### src/rtl/lc3b_types.sv
// Shared types and constants for the performance-counter readout path.
//   lc3b_word          : 16-bit machine word
//   COUNTER_BASE       : first memory-mapped performance counter (0xFFF0)
//   CLEARABLE_BASE     : first counter that may be cleared by a write (0xFFFC)
//   WALK_TABLE         : low-nibble offsets of the populated counters, in dump order
//   perf_dump_state_t  : states of the dump engine
package lc3b_types;

  typedef logic [15:0] lc3b_word;

  localparam lc3b_word COUNTER_BASE   = 16'hFFF0;
  localparam lc3b_word CLEARABLE_BASE = 16'hFFFC;

  localparam int         WALK_LEN  = 10;
  localparam logic [3:0] WALK_LAST = 4'd9;

  // Entry i occupies bits [4*i+3 : 4*i]; 0xFFF6-0xFFFB are not populated.
  localparam logic [WALK_LEN-1:0][3:0] WALK_TABLE = {
    4'hF, 4'hE, 4'hD, 4'hC, 4'h5, 4'h4, 4'h3, 4'h2, 4'h1, 4'h0
  };

  typedef enum logic [2:0] {
    ST_IDLE,
    ST_REQ_READ,
    ST_SEND,
    ST_REQ_CLEAR,
    ST_NEXT,
    ST_DONE
  } perf_dump_state_t;

  // Full counter address for a walk index.
  function automatic lc3b_word walk_address(input logic [3:0] index);
    return COUNTER_BASE | lc3b_word'(WALK_TABLE[index]);
  endfunction

endpackage

### src/rtl/dump_wait_timer.sv
// Wait-cycle counter for one memory access of the dump engine.
//   clk      : system clock
//   reset_n  : asynchronous active-low reset
//   restart  : hold the count at zero (asserted whenever no access is pending)
//   expired  : count has reached LIMIT; stays high until restart
// The count is zero in the first strobe cycle, so an access may hold its
// strobe for LIMIT+1 cycles before expired is seen without a response.
module dump_wait_timer #(
  parameter int unsigned LIMIT = 255
) (
  input  logic clk,
  input  logic reset_n,
  input  logic restart,
  output logic expired
);

  localparam logic [7:0] LIMIT_W = 8'(LIMIT);

  logic [7:0] count;

  assign expired = (count == LIMIT_W);

  // NOTE: sequential state uses non-blocking assignments so every register
  // samples the pre-edge values of the others, independent of block order.
  always_ff @(posedge clk or negedge reset_n) begin
    if (!reset_n) begin
      count <= '0;
    end else if (restart) begin
      count <= '0;
    end else if (!expired) begin
      count <= count + 8'd1;
    end
  end

endmodule

### src/rtl/perf_counter_dumper.sv
// Debug readout engine for the performance counters at 0xFFF0-0xFFFF.
// A start pulse walks the populated counters, reads each over the data-memory
// port, streams the tagged value to a valid/ready sink and, if requested,
// clears the clearable counters (0xFFFC-0xFFFF) right after they are sent.
//   clk, reset_n          : clock, asynchronous active-low reset
//   start, clear_after    : begin a dump (ignored unless idle); enable clears
//   mem_address/read/write: memory request, strobes held until mem_resp
//   mem_resp, mem_rdata   : access completion and read data
//   out_valid/ready       : sample handshake; out_tag = address[3:0]
//   out_data              : captured counter value, stable while stalled
//   busy, done, error     : dump in progress, end pulse, sticky timeout flag
module perf_counter_dumper
  import lc3b_types::*;
#(
  parameter int unsigned TIMEOUT = 255
) (
  input  logic       clk,
  input  logic       reset_n,
  input  logic       start,
  input  logic       clear_after,
  output lc3b_word   mem_address,
  output logic       mem_read,
  output logic       mem_write,
  input  logic       mem_resp,
  input  lc3b_word   mem_rdata,
  output logic       out_valid,
  input  logic       out_ready,
  output logic [3:0] out_tag,
  output lc3b_word   out_data,
  output logic       busy,
  output logic       done,
  output logic       error
);

  perf_dump_state_t state, state_next;
  logic [3:0]       index;
  logic             clear_en;
  lc3b_word         sample;
  lc3b_word         address;
  logic             waiting;
  logic             wait_expired;

  assign address = walk_address(index);
  assign waiting = (state == ST_REQ_READ) || (state == ST_REQ_CLEAR);

  // The timer runs only while a strobe is outstanding, so it restarts
  // naturally on every entry into REQ_READ or REQ_CLEAR.
  dump_wait_timer #(
    .LIMIT(TIMEOUT)
  ) u_wait_timer (
    .clk    (clk),
    .reset_n(reset_n),
    .restart(!waiting),
    .expired(wait_expired)
  );

  always_ff @(posedge clk or negedge reset_n) begin
    if (!reset_n) begin
      state    <= ST_IDLE;
      index    <= '0;
      clear_en <= 1'b0;
      error    <= 1'b0;
      sample   <= '0;
    end else begin
      state <= state_next;
      case (state)
        ST_IDLE: begin
          if (start) begin
            index    <= '0;
            clear_en <= clear_after;
            error    <= 1'b0;
          end
        end
        ST_REQ_READ: begin
          // A response in the expiry cycle still counts as success.
          if (mem_resp) begin
            sample <= mem_rdata;
          end else if (wait_expired) begin
            error <= 1'b1;
          end
        end
        ST_REQ_CLEAR: begin
          if (!mem_resp && wait_expired) begin
            error <= 1'b1;
          end
        end
        ST_NEXT: begin
          if (index != WALK_LAST) begin
            index <= index + 4'd1;
          end
        end
        default: ;
      endcase
    end
  end

  // NOTE: every output of this block gets a default first, so no path can
  // leave one unassigned and infer a latch.
  always_comb begin
    state_next  = state;
    mem_address = '0;
    mem_read    = 1'b0;
    mem_write   = 1'b0;
    out_valid   = 1'b0;
    out_tag     = '0;
    out_data    = '0;
    busy        = 1'b1;
    done        = 1'b0;
    case (state)
      ST_IDLE: begin
        busy = 1'b0;
        if (start) begin
          state_next = ST_REQ_READ;
        end
      end
      ST_REQ_READ: begin
        mem_read    = 1'b1;
        mem_address = address;
        if (mem_resp) begin
          state_next = ST_SEND;
        end else if (wait_expired) begin
          state_next = ST_DONE;
        end
      end
      ST_SEND: begin
        out_valid = 1'b1;
        out_tag   = address[3:0];
        out_data  = sample;
        if (out_ready) begin
          if (clear_en && (address >= CLEARABLE_BASE)) begin
            state_next = ST_REQ_CLEAR;
          end else begin
            state_next = ST_NEXT;
          end
        end
      end
      ST_REQ_CLEAR: begin
        mem_write   = 1'b1;
        mem_address = address;
        if (mem_resp) begin
          state_next = ST_NEXT;
        end else if (wait_expired) begin
          state_next = ST_DONE;
        end
      end
      ST_NEXT: begin
        state_next = (index == WALK_LAST) ? ST_DONE : ST_REQ_READ;
      end
      ST_DONE: begin
        busy       = 1'b0;
        done       = 1'b1;
        state_next = ST_IDLE;
      end
      default: begin
        busy       = 1'b0;
        state_next = ST_IDLE;
      end
    endcase
  end

endmodule

### config.mk
export PLATFORM = sky130hd
export DESIGN_NAME = perf_counter_dumper
export DESIGN_NICKNAME = d
export VERILOG_FILES = /design/src/rtl/lc3b_types.sv /design/src/rtl/dump_wait_timer.sv /design/src/rtl/perf_counter_dumper.sv
export SDC_FILE = /design/constraint.sdc
export NUM_CORES = 1
export LEC_CHECK = 0
export BUFFER_PORTS_ARGS = -buffer_cell sky130_fd_sc_hd__clkbuf_2
export CELL_PAD_IN_SITES_DETAIL_PLACEMENT = 1
export CELL_PAD_IN_SITES_GLOBAL_PLACEMENT = 2
export CORE_ASPECT_RATIO = 0.75
export CORE_MARGIN = 2
export CORE_UTILIZATION = 27
export DETAILED_ROUTE_END_ITERATION = 12
export GPL_TIMING_DRIVEN = 0
export PLACE_DENSITY_LB_ADDON = 0.12
export SYNTH_ARGS = -nofsm -noshare
export SYNTH_HDL_FRONTEND = slang
export SYNTH_SLANG_ARGS = --single-unit
### constraint.sdc
create_clock -name clk -period 1.8 [get_ports clk]
set_input_delay 0.54 -clock clk [delete_from_list [all_inputs] [get_ports clk]]
set_output_delay 0.54 -clock clk [all_outputs]
set_load 0.01 [all_outputs]
==> results.md, run 1 <==
Synth:
- The flip-flop and latch count after synthesis is 33.
- The synthesized netlist contains 43 unique library cells.
- Of the post-synthesis cell area, the dominant cell type holds 0.440.
- The predominant post-synthesis flop cell is dfrtp_1.
- Ranked by total cell area, the synthesized netlist is headed by dfrtp_1 44%, mux2_4 8.0%, and2_1 6.7%.
- After synthesis the cells add up to 1880 µm².
- For this run, the register share of the synthesized area comes to 0.440.
- The cell type contributing the most total cell area after synthesis is dfrtp_1.
- The proportion of register bits with asynchronous set or reset after synthesis is 1.00.
- The number of flops mapped to enable cells by yosys is 0.
- After technology mapping, the gate count stands at 183.
- The mean post-synth cell area is 10.2 µm².
- The number of nets handed over by synthesis was 208.
- The number of warnings issued by yosys is 0.

Global route:
- The total global routing track utilization is 0.136.
- The number of antenna violations at the first check in global routing is 0.
- The first global-routing pass estimated 8.34 mm of wire.
- The total congestion overflow after global routing is 0.
- The via count of the first global-routing pass is 1642.
- Entering global routing, the biggest net connects 34 pins.

Clock tree:
- The latest clock arrival within the worst-skew pair is 0.29 ns.
- The number of buffers added to fix hold violations after cts is 0.
- Clock tree synthesis selected as its root buffer the cell clkbuf_8.
- Clock tree synthesis found a total of 33 sinks.
- The CTS tree is yes.
- Clock-pin slew was measured on the worst setup and hold paths at 0.08 ns.
- The clock passes through at most 2 buffers.
- The number of clock buffers added by TritonCTS is 5.
- In this run the number of H-tree levels came out at 2.

STA:
- The number of pins with negative max-slew slack in the final report is 0.
- The transition time of the tightest slew-check pin is 0.857 ns.
- Setup slack on the critical path of the routed design comes to -0.296 ns.
- For this run, the top clock speed supported by timing is 477 MHz.
- Setup violations remaining at the end of the flow were counted as 41.
- The smallest clock period supported by the final layout is computed as 2.10 ns.
- Setup repair after global routing could not meet its margin everywhere.
- The post-route setup TNS is -8.40 ns.
- The max-slew headroom at the worst pin is 0.428.
- Clock skew on the completed layout was measured at 0.00472 ns.
- The final-report hold violation count is 0.
- The final cycle utilization of the critical path is 1.16.

Place:
- The sum of net half-perimeters after detailed placement is 3.40 mm.
- In this run the tool buffered the top-level ports with 63 buffer cells.
- At the end of routability-driven placement, the weighted congestion stood at 0.744.
- Once placement finished, the instance area stood at 2330 µm².

Layout:
- After the last flow step, the layout net total stands at 291.
- The share of final-layout standard cells stronger than drive strength 1 is 0.581.
- Once layout is complete, the utilization of the core stands at 0.415.
- The antenna cell count is 0.
- The library cell used most frequently in the layout, excluding fill and tap cells, is clkbuf_2.
- In the layout the commonest cells are 40 x clkbuf_2, 30 x dfrtp_1, 23 x buf_6.
- After routing the design area is 2810 µm².
- Relative to the synthesized area, the layout overhead comes to 49.8%.

Worst setup path:
- The worst setup path is captured at an output port.
- The register-to-register setup slack is 0.05 ns.
- At the worst endpoint, the required time is 1.26 ns.
- Along the worst path, the maximum fanout reaches 5.
- The worst setup path is of the reg2out kind.
- The critical path startpoint category is a flip-flop.
- The critical path arrival is 1.56 ns.

Route:
- Signal routing reaches up to met4.
- The routed length per placed instance is 14.1 µm.
- Using the TritonRoute via totals, the vias-per-cell ratio works out to 4.59.
- The detailed router's first-iteration violation count is 22.
- Once detail routing completed, the nets flagged for antenna violations numbered 0.
- The wire length on met1 is 2.47 mm.
- The met2 wire length is 2.29 mm.
- The detailed route wirelength on metal3 is 155 µm.
- Summing over every cut layer, the via total after detailed routing is 1610.
- The remaining routing DRC violations is 0.
- Wires add up to 4.94 mm.
- The first detailed-routing pass ran for 4 iterations.

Outcome:
- The run finished, with violations left.
- The final reports fail on negative setup slack.

Die:
- The die covers 7640 µm².
- The placeable core region is 6770 µm².
- The cell row count is 26.
- In this run the horizontal extent of the chip is 100 µm.
- The chip height is 76.2 µm.
- Pin placement for this block handled 64 I/O pins.
- The initial utilization of the core area, before any placement, comes to 0.277.

Worst hold path:
- The tightest min-delay check is of the in2async type.

Power and ir drop:
- Total power for the finished layout comes to 0.00417 W.
- The total power density per cell area is 1480 nW/µm².
- The leakage power figure is 1.35 nW.
- The worst ir drop on vdd is 0.455 mV.

Flow run:
- Max-cap violations in this run came to 0.
## synth_stat cells (3+ instances only)
library cell and n:
nand3_1 6, nand2b_1 4, nand3b_1 3, a22o_1 3, nor2_1 18, o21ai_0 6, mux2_2 7, a21oi_1 4
inv_1 4, buf_4 12, ha_1 3, a31oi_1 5, mux2_4 10, and2_1 20, nand2_1 5, dfrtp_1 33
clkbuf_1 4, buf_2 3, and3_1 3
## layout make-up
cell class	instances	area, µm²
Fill cell	778	3960
Multi-Input combinational cell	123	993
Sequential cell	33	830
Timing Repair Buffer	78	591
Buffer	20	174
Tap cell	84	105
Clock buffer	5	68.8
Inverter	5	30.0
Clock inverter	3	17.5
## registers in the layout, summed over array words and instances, names as in the netlist
| name | count |
|---|---|
| clear_en | 1 |
| error | 1 |
| index | 4 |
| sample | 16 |
| state | 3 |
| u_wait_timer.count | 8 |
## logic make-up (layout without fill, tap and decap cells)
kind of cell | Yosys count | in the layout | synth area share
muxes | 19 | 19 | 0.133
and+or+nand+nor | 70 | 70 | 0.203
DFF | 33 | 33 | 0.440
AOI/OAI and AO/OA | 28 | 28 | 0.101
adders and majority gates | 3 | 3 | 0.0200
xor gates and xnor gates | 3 | 3 | 0.0140
buffers and inverters | 27 | 111 | 0.0887
## critical path, stage by stage, from the launching register on
cell and delay (ns):
dfrtp_2 0.42, nand2b_4 0.14, or2_4 0.26, inv_8 0.09
clkbuf_16 0.13, and2_4 0.13, buf_6 0.10
## path summary, 6_finish.rpt
kind	from	endpoint	cells past startpoint
min in group clk	mem_rdata[11]	sample[11]	2
hold / removal	reset_n	sample[11]	1
max in group asynchronous	reset_n	state[2]	1
hold reg to reg	sample[6]	sample[6]	1
setup reg to reg	state[2]	sample[0]	7
setup / recovery	state[0]	out_data[10]	6
## through the flow
| stage | std cells | setup WS, ns | hold slack, ns |
|---|---|---|---|
| after floorplan | 183 | 0.0114 | 0.244 |
| after global placement | 330 | -0.273 | 0.486 |
| after detailed placement | 330 | -0.274 | 0.487 |
| after CTS | 347 | -0.346 | 0.385 |
| after global routing | 351 | -0.354 | 0.415 |
| final | 351 | -0.296 | 0.348 |
## report_power, final
group          leakage (nW)  switching [W]  internal, W  total, W
Combinational         0.890       0.000994      0.00141   0.00241
Sequential            0.415       0.000188      0.00101   0.00120
Clock                0.0439       0.000296     0.000267  0.000563
Total                  1.35        0.00148      0.00269   0.00417
## per-layer routing
layer / vias up / global-route usage
met5: - / 0
met1: 795 / 0.195
met2: 23 / 0.207
met4: 0 / 0.0288
li1: 788 / -
met3: 4 / 0.0358
## repair_timing
item                                    4_1_cts  5_1_grt
endpoints found under the setup margin       43       44
gates cloned                                  0        1
setup buffers                                10        4
resized for setup                            23       61
pin swaps                                     2       15
endpoints found under the hold margin         0        0
Note: power is estimated with default switching activity, not from simulation.
==> inputs of run 2 (changes only) <==
--- a/config.mk
+++ b/config.mk
@@ -10,7 +10,7 @@
 export CELL_PAD_IN_SITES_GLOBAL_PLACEMENT = 2
 export CORE_ASPECT_RATIO = 0.75
 export CORE_MARGIN = 2
-export CORE_UTILIZATION = 27
+export CORE_UTILIZATION = 30
 export DETAILED_ROUTE_END_ITERATION = 12
 export GPL_TIMING_DRIVEN = 0
 export PLACE_DENSITY_LB_ADDON = 0.12
==> constraint.sdc (replaced) <==
create_clock -name clk -period 2.3 [get_ports clk]
set_input_delay 0.69 -clock clk [delete_from_list [all_inputs] [get_ports clk]]
set_output_delay 0.69 -clock clk [all_outputs]
set_load 0.01 [all_outputs]
==> results.md, run 2 (synthesized netlist as in run 1, its figures left out) <==
Outcome:
- The run finished with clean final reports.

Place:
- The wire-length estimate of the detail-placed layout is 3.50 mm.
- Buffers placed on the I/O ports in this run total 63.
- The cell area after placement is 2290 µm².
- The congestion estimate from routability-driven global placement came to 0.739.
- The instance count after placement with tap cells included is 324.

Route:
- The final layout contains routed wiring with a total length of 4.99 mm.
- The detailed router's first-iteration violation count is 24.
- The first TritonRoute pass finished after 3 iterations.
- Once detail routing completed, the nets flagged for antenna violations numbered 0.
- The top routing layer in use is met4.
- After detailed routing, the number of vias per cell comes to 4.69.
- The wire length on met1 is 2.63 mm.
- Detailed routing placed a total of 314 µm of wire on met3.
- The count of vias placed by the detailed router is 1600.
- The remaining routing DRC violations is 0.
- In the detailed route, the total length drawn on met2 is 2.00 mm.
- The routed length per placed instance is 14.6 µm.

Clock tree:
- The clock root buffer master is clkbuf_8.
- The clock buffer count from CTS is 5.
- The longest clock path from root to sink contains 2 buffers.
- The H-tree was split into 2 levels.
- The CTS sink count is 33.
- The latest clock arrival within the worst-skew pair is 0.29 ns.
- Clock-pin slew was measured on the worst setup and hold paths at 0.07 ns.
- TritonCTS built the clock tree.

Layout:
- In the final layout, the share of cells above drive strength 1 is 0.490.
- The finished layout holds 341 standard cells, fillers aside.
- In the layout the commonest cells are 50 x clkbuf_2, 31 x dfrtp_1, 21 x buf_4.
- The most common cell after layout, fill and taps aside is clkbuf_2.
- For this run, the post-layout net count is 287.
- The largest registers in the layout are sample: 16 flops, u_wait_timer.count: 8 flops, index: 4 flops.
- Relative to the synthesized area, the layout overhead comes to 35.0%.
- The final design instance area without fill is 2530 µm².
- Counting flops per register, the top entry is sample.
- The antenna cell count is 0.
- The flip-flop count of the largest register after layout is 16.

Worst setup path:
- Traced cell by cell, the critical path runs through nand2b_4 -> or2_4 -> inv_6 -> buf_4 -> and2_1 -> buf_2.
- The number of buffers and inverters on the critical path is 3.
- The largest driver fanout on the critical path is 6.
- The type of element capturing the critical path is an output port.
- Broken down by cell family, the worst path's largest delay share belongs to simple AND/OR/NAND/NOR gates.
- At the worst endpoint, the required time is 1.61 ns.
- The critical path crosses 6 cells after its start point.
- For the worst flop-to-flop path, the logic depth is 6.
- The critical setup path kind is reg2out.
- The critical path startpoint category is a flip-flop.
- The slowest library cell on the worst path is dfrtp_2.
- Data on the critical path arrives at its endpoint at 1.56 ns.
- For this run, the slowest stage of the critical path takes 0.43 ns.

STA:
- The final-report hold violation count came to 0.
- Of the available clock period, the critical path in the final layout requires 0.979.
- The setup-violating endpoint count in the final report is 0.
- The clock period minus final worst setup slack is 2.25 ns.
- The number of pins with negative max-slew slack in the final report is 0.
- The final worst clock skew is 0.00736 ns.
- In this run the tightest slew margin relative to its limit is 0.420.
- The maximum frequency from static timing analysis is 444 MHz.
- Setup repair after global routing could not meet its margin everywhere.
- At the pin with the least slew margin, the transition time is 0.870 ns.

Die:
- The initial utilization of the core area, before any placement, comes to 0.317.
- In this run the standard cell core region covers 5920 µm².
- The cell row count is 24.
- For this design the top-level I/O count stands at 64.
- The area of the die is 6910 µm².
- The floorplan die width is 95.3 µm.
- From bottom edge to top edge, the die measures 72.5 µm.

Power and ir drop:
- VDD sags by at most 0.306 mV.
- The total power density per cell area is 1170 nW/µm².
- The leakage power figure is 1.27 nW.

Worst hold path:
- The min-delay analysis places its worst path in the category reg2reg.
- The instance count along the most critical hold path is 1.

Global route:
- Global routing finished with a remaining overflow of 0.
- In the global route stage, overall resource usage came out at 0.149.
- The via count of the first global-routing pass is 1486.
- The number of antenna violations at the first check in global routing was 0.
- The wire length of the first global-routing pass is 7.83 mm.
- Entering global routing, the biggest net connects 34 pins.

Flow run:
- Across the run, the number of max-cap violations was 0.
## run 2: cell types whose count changed in the layout (fill, tap and decap cells not counted), moves of 4 or more
| cell | before | now |
|---|---|---|
| buf_6 | 23 | 10 |
| and2_1 | 4 | 14 |
| and2_4 | 16 | 6 |
| clkbuf_2 | 40 | 50 |
| nor2_1 | 11 | 17 |
| buf_2 | 6 | 10 |
| buf_8 | 4 | 0 |
## run 2: final timing paths
check,from,end,slack (ns)
min,error,error,0.50
max,state[0],out_data[5],0.05
max reg2reg,u_wait_timer.count[0],state[2],0.42
max in group asynchronous,reset_n,state[2],1.19
min in group asynchronous,reset_n,sample[10],0.51
min reg2reg,error,error,0.50
## run 2: layout make-up
type | count | area, µm²
Tap cell | 78 | 97.6
Multi-Input combinational cell | 123 | 911
Inverter | 5 | 27.5
Timing Repair Buffer | 73 | 432
Fill cell | 689 | 3380
Clock buffer | 5 | 68.8
Buffer | 21 | 150
Sequential cell | 33 | 828
Clock inverter | 3 | 17.5
## run 2: repair_timing
| action | in CTS | in global routing |
|---|---|---|
| pin swaps | 1 | 1 |
| gates cloned | 0 | 1 |
| buffers inserted | 8 | 1 |
| endpoints found under the setup margin | 36 | 34 |
| resized for setup | 9 | 31 |
| hold buffers | 0 | 0 |
## run 2: metal layers
metal  GRT usage  vias up
met3      0.0363        5
met2       0.205       44
li1            -      777
met4      0.0435        0
met1       0.230      774
met5           0        -
## run 2: power breakdown
group          total, W  internal, W  leakage (nW)  switching (W)
Combinational   0.00158     0.000872         0.808       0.000705
Clock          0.000437     0.000209        0.0439       0.000228
Sequential     0.000938     0.000789         0.416       0.000149
Total           0.00295      0.00187          1.27        0.00108
## run 2: worst register-to-register path: cells and delay by family (launching register included)
family	cells	cell delay, ns
DFF	1	0.40
AOI/OAI and AO/OA	2	0.40
buffers and inverters	1	0.21
and+or+nand+nor	2	0.51
adders and majority gates	1	0.27
## run 2: metrics by stage
stage                     setup TNS [ns]   util  hold WS [ns]  worst slack (ns)  power, W
after floorplan                        0      -         0.394             0.230   0.00187
after CTS                              0  0.415         0.506           0.00382   0.00294
final                                  0  0.428         0.496            0.0479   0.00295
after global routing              -0.261  0.428         0.524           -0.0325   0.00319
after global placement            -0.284  0.387         0.479           -0.0549   0.00232
after detailed placement          -0.234  0.387         0.485           -0.0384   0.00234
